`src/rtl/wb_stage.sv`:
```
// wb_stage: MEM/WB pipeline register, load formatting and writeback mux.
// Also counts retired instructions and flags misaligned loads.
module wb_stage #(
    parameter int CNT_W = 32
) (
    input  logic             clk,
    input  logic             rst_n,
    input  logic             stall,
    input  logic             flush,
    input  logic             in_valid,
    input  logic             in_RegWrite,
    input  logic [1:0]       in_wb_sel,
    input  logic [4:0]       in_rd,
    input  logic [2:0]       in_funct3,
    input  logic [31:0]      in_alu_result,
    input  logic [31:0]      in_mem_data,
    input  logic [31:0]      in_pc4,
    output logic             RegWrite,
    output logic [4:0]       wr,
    output logic [31:0]      wd,
    output logic             load_misalign,
    output logic [CNT_W-1:0] instret
);

    logic        valid_q;
    logic        regwrite_q;
    logic [1:0]  sel_q;
    logic [4:0]  rd_q;
    logic [2:0]  funct3_q;
    logic [31:0] alu_q;
    logic [31:0] mem_q;
    logic [31:0] pc4_q;

    logic [1:0]  off;
    logic [7:0]  byte_v;
    logic [15:0] half_v;
    logic [31:0] ld_data;
    logic        is_load;
    logic        is_half;
    logic        is_word;
    logic        retire;

    // MEM/WB register: flush wins over stall, stall holds everything
    always_ff @(posedge clk or negedge rst_n) begin
        if (!rst_n) begin
            valid_q    <= 1'b0;
            regwrite_q <= 1'b0;
            sel_q      <= 2'b00;
            rd_q       <= 5'd0;
            funct3_q   <= 3'b000;
            alu_q      <= 32'd0;
            mem_q      <= 32'd0;
            pc4_q      <= 32'd0;
        end else if (flush) begin
            valid_q    <= 1'b0;
        end else if (!stall) begin
            valid_q    <= in_valid;
            regwrite_q <= in_RegWrite;
            sel_q      <= in_wb_sel;
            rd_q       <= in_rd;
            funct3_q   <= in_funct3;
            alu_q      <= in_alu_result;
            mem_q      <= in_mem_data;
            pc4_q      <= in_pc4;
        end
    end

    // Extract and extend the addressed byte/halfword of the load word
    always_comb begin
        off    = alu_q[1:0];
        byte_v = mem_q[{off, 3'b000} +: 8];
        half_v = off[1] ? mem_q[31:16] : mem_q[15:0];
        case (funct3_q)
            3'b000:  ld_data = {{24{byte_v[7]}}, byte_v};
            3'b100:  ld_data = {24'd0, byte_v};
            3'b001:  ld_data = {{16{half_v[15]}}, half_v};
            3'b101:  ld_data = {16'd0, half_v};
            default: ld_data = mem_q;
        endcase
    end

    // Misaligned halfword/word load detection
    always_comb begin
        is_load       = valid_q && (sel_q == 2'b01);
        is_half       = (funct3_q[1:0] == 2'b01);
        is_word       = (funct3_q == 3'b010);
        load_misalign = is_load &&
                        ((is_half && off[0]) ||
                         (is_word && (off != 2'b00)));
    end

    // Writeback source select and register file write enable
    always_comb begin
        wr = rd_q;
        unique case (1'b1)
            sel_q == 2'b00: wd = alu_q;
            sel_q == 2'b01: wd = ld_data;
            sel_q == 2'b10: wd = pc4_q;
            default:        wd = 32'd0;
        endcase
        RegWrite = valid_q && regwrite_q &&
                   (rd_q != 5'd0) && !load_misalign;
    end

    assign retire = valid_q && !stall && !flush && !load_misalign;

    // Retired-instruction counter, counts on the edge an instruction leaves
    always_ff @(posedge clk or negedge rst_n) begin
        if (!rst_n) begin
            instret <= '0;
        end else if (retire) begin
            instret <= instret + CNT_W'(1);
        end
    end

endmodule
```
`config.mk`:
```
export PLATFORM = sky130hd
export DESIGN_NAME = wb_stage
export DESIGN_NICKNAME = d
export VERILOG_FILES = /design/src/rtl/wb_stage.sv
export SDC_FILE = /design/constraint.sdc
export NUM_CORES = 1
export LEC_CHECK = 0
export BUFFER_PORTS_ARGS = -buffer_cell sky130_fd_sc_hd__clkbuf_2
export CORE_MARGIN = 2
export CORE_UTILIZATION = 55
export CTS_BUF_LIST = sky130_fd_sc_hd__clkbuf_8
export CTS_CLUSTER_SIZE = 24
export DETAILED_ROUTE_END_ITERATION = 7
export GPL_ROUTABILITY_DRIVEN = 0
export GPL_TIMING_DRIVEN = 0
export HOLD_SLACK_MARGIN = 0.12
export PLACE_DENSITY = 0.83
export SLEW_MARGIN = 20
export SYNTH_ARGS = -nofsm -noshare
export SYNTH_HDL_FRONTEND = slang
export SYNTH_SLANG_ARGS = --single-unit
```
`constraint.sdc`:
```
create_clock -name clk -period 4.48 [get_ports clk]
set_input_delay 0.224 -clock clk [delete_from_list [all_inputs] [get_ports clk]]
set_output_delay 0.224 -clock clk [all_outputs]
set_load 0.01 [all_outputs]
```
==> results.tsv <==
stage	metric	value	unit
logic_synthesis	Async SR Flop Fraction	100	%
worst_setup_path	Worst R2R End	instret[29]	
grt	first-pass GRT wire length	32.5	mm
worst_setup_path	CP delay by family, top	buffers and inverters	
final_layout	layout cells sized above 1	40.3	%
grt	initial antenna violation count	3	
sta	final hold viol count	0	
worst_setup_path	WP depth	8	
worst_setup_path	most used cell, CP	buf_2	
worst_setup_path	launching point of the worst reg2reg path	funct3_q[0]	
logic_synthesis	register area share after synthesis	51.9	%
worst_setup_path	cells along the critical path	buf_2, mux2_2, o21ai_0, a21oi_1, o21ai_2, buf_2, o22ai_1, clkbuf_2	
detailed_routing	DR vias	6075	
floorplan	row count	40	
sta	fmax	341	MHz
worst_setup_path	reg-to-reg slack, setup	2.34	ns
logic_synthesis	Syn Inst Count	555	
worst_setup_path	Critical Path Sink	wd[26]	
sta	pins over their slew limit	0	
grt	largest net degree at the start of global routing	90	
placement	number of port buffers	182	
sta	# setup viols final	0	
sta	period utilization	65.5	%
clock_network	total CTS buffers	17	
detailed_routing	Vias/cell	5.90	
logic_synthesis	count leader, synth	dfrtp_1	
grt	vias in the first global route	6515	
worst_setup_path	CP endpoint kind	output pin	
clock_network	H-tree depth	4	
logic_synthesis	commonest register cell after synthesis	dfrtp_1	
final_layout	NumNets Final	980	
worst_setup_path	Setup CP Type	reg -> out	
logic_synthesis	Synth Warn #	0	
pwr	Leak	4.40	nW
final_layout	Final Non-Filler Cells	1030	
sta	Worst Hold Slack	0.284	ns
clock_network	# clock sinks	140	
worst_setup_path	FF-to-FF path depth	7	
worst_setup_path	CP Launch Type	flop	
detailed_routing	wire per inst	20.2	um
logic_synthesis	Cell variety after synth	50	
worst_setup_path	Worst EP arrival	2.71	ns
sta	Period minus WS final	2.93	ns
detailed_routing	antenna-violating nets left	0	
outcome	status	finished clean	
placement	hpwl dp	13.4	mm
min_path	HP Class	in -> async	
logic_synthesis	synth top area cells	dfrtp_1 (52%), mux2_2 (17%), mux2i_1 (5.0%)	
worst_setup_path	Worst Path Required	4.26	ns
detailed_routing	detailed-route DRC error count	0	
clock_network	PostCTS Resize Cnt	0	
logic_synthesis	Synth top area share	51.9	%
final_layout	Fill cells	729	
worst_setup_path	slowest stage delay, CP	0.42	ns
sta	Least-Margin Pin Slew	0.903	ns
pwr	total chip power	0.00344	W
detailed_routing	drt first pass iters	7	
logic_synthesis	synthesis-stage register bit count	140	
worst_setup_path	crit path max fanout	10	
clock_network	Reg clk slew, reported paths	0.09	ns
floorplan	Ports	183	
clock_network	Longest Clk Path Bufs	2	
worst_setup_path	Buffers & Inverters on Critical Path	3	
grt	global route overflow	0	
floorplan	die width	115	um
sta	RSZ-0062 raised after global routing	false	
floorplan	Die ar.	0.0132	mm2
clock_network	CTS tree	yes	
pwr	Max VDD drop	313	uV
grt	Total GRT Usage	32.1	%
detailed_routing	total routed wirelength	20.8	mm
sta	slew margin rel.	39.8	%
floorplan	chip height	115	um
logic_synthesis	commonest cells in the netlist	dfrtp_1 (140), mux2_2 (102), nor2_1 (37)	
final_layout	area grow syn2layout	39.0	%
logic_synthesis	number of synthesized flops with an enable pin	0	
detailed_routing	DR iter-0 viols	419	
logic_synthesis	Syn Area/Cell	12.2	um2
clock_network	worst skew pair latency	0.44	ns
logic_synthesis	cell area after synthesis	0.00675	mm2
worst_setup_path	Slowest-stage cell, CP	mux2_2	
pwr	PwrDens	367	mW/mm2
sta	final setup skew	0.00933	ns
floorplan	core footprint	0.0120	mm2
worst_setup_path	CP startpoint	alu_q[1]	
clock_network	Root Buffer	clkbuf_8	
logic_synthesis	leading area contributor after synthesis	dfrtp_1	
placement	placed cell count	885	
floorplan	Initial Util	56.2	%
sta	Final TNS setup	0	ns
logic_synthesis	syn_nets	668	
flow_run	max-capacitance violation count	0	
how the worst min path moves through the flow:
stage,endpoint,cells after the start
3_3_place_gp,valid_q,2
3_5_place_dp,pc4_q[22],1
6_report,alu_q[23],2
4_1_cts,pc4_q[22],2
2_1_floorplan,alu_q[0],0
5_1_grt,alu_q[22],2
cell families (layout without fill, tap and decap cells):
logic type      Yosys count  after routing  share of synthesized area [%]
other cells               0              3                              0
fa+ha+maj                 1              1                          0.185
compound gates           81             81                           7.81
xor+xnor                 31             31                           4.02
buf+inv                  45            370                           2.97
flops                   140            140                           51.9
mux                     138            138                           22.7
simple gates            119            119                           10.4
power breakdown:
group	internal [W]	total (W)	leakage, nW	switching [W]
registers	0.00142	0.00154	1.70	0.000121
clock network	0.000511	0.00101	0.204	0.000498
logic	0.000428	0.000891	2.50	0.000463
total	0.00236	0.00344	4.40	0.00108
final cells by class:
class | instances | area, um2 | area share (%)
buffer | 33 | 155 | 1.65
antenna | 3 | 7.51 | 0.0800
sequential | 140 | 3500 | 37.4
inverter | 12 | 45.0 | 0.480
clock inverter | 10 | 88.8 | 0.947
multi-input combinational | 370 | 3040 | 32.5
clock buffer | 22 | 303 | 3.23
tap | 147 | 184 | 1.96
timing repair buffer | 293 | 2050 | 21.8
through the flow:
stage	worst slack, ns	utilization (%)	area [um2]
floorplan	2.50	-	6750
global placement	1.06	65.3	7840
detailed placement	2.13	65.6	7880
CTS	1.62	78.0	9370
global route	1.43	78.1	9380
finish	1.55	78.1	9380
routing by layer:
layer  share of wire [%]  global-route usage, %  vias to the layer above
li1                    -                      -                     2651
met2                  51                   55.0                      380
met3                 9.0                   9.01                       60
met5                   0                      0                        -
met4                 3.1                   13.7                        0
met1                  37                   38.1                     2984
placed cells by master, fill, tap and decap left out, types with 2 or more instances in the layout:
master | synthesis | final
clkbuf_2 | 0 | 181
dfrtp_1 | 140 | 140
dlygate4sd3_1 | 0 | 110
mux2_2 | 102 | 102
nor2_1 | 37 | 37
mux2i_1 | 34 | 34
o22ai_1 | 24 | 24
nand2_1 | 23 | 23
clkbuf_8 | 0 | 23
o21ai_0 | 22 | 22
xor2_1 | 20 | 20
clkbuf_1 | 16 | 16
buf_2 | 13 | 13
inv_1 | 12 | 12
a21oi_1 | 12 | 12
xnor2_1 | 11 | 11
nor3_1 | 8 | 8
o221ai_1 | 8 | 8
nand4_1 | 8 | 8
and3_1 | 6 | 6
nor3_2 | 6 | 6
nor2b_1 | 5 | 5
clkinv_2 | 0 | 5
diode_2 | 0 | 3
a211oi_1 | 3 | 3
nand4_4 | 3 | 3
nand3_1 | 3 | 3
clkinv_4 | 0 | 3
or4_1 | 2 | 2
mux4_2 | 2 | 2
a221o_1 | 2 | 2
buf_1 | 2 | 2
nor3b_1 | 2 | 2
o32a_1 | 2 | 2
nand2b_1 | 2 | 2
a31oi_1 | 2 | 2
and4_1 | 2 | 2
nor4_2 | 2 | 2
nor4_1 | 2 | 2
sequential cells by signal (all words and copies together), names as in the netlist:
name	cells
alu_q	32
instret	32
mem_q	32
pc4_q	32
wr	5
funct3_q	3
sel_q	2
regwrite_q	1
valid_q	1
what timing repair did:
item | 4_1_cts | 5_1_grt
endpoints found under the hold margin | 159 | 0
buffers inserted | 0 | 0
hold buffers | 110 | 0
setup endpoints to repair | 0 | 0
No activity file was read; power rests on OpenSTA's default activity.
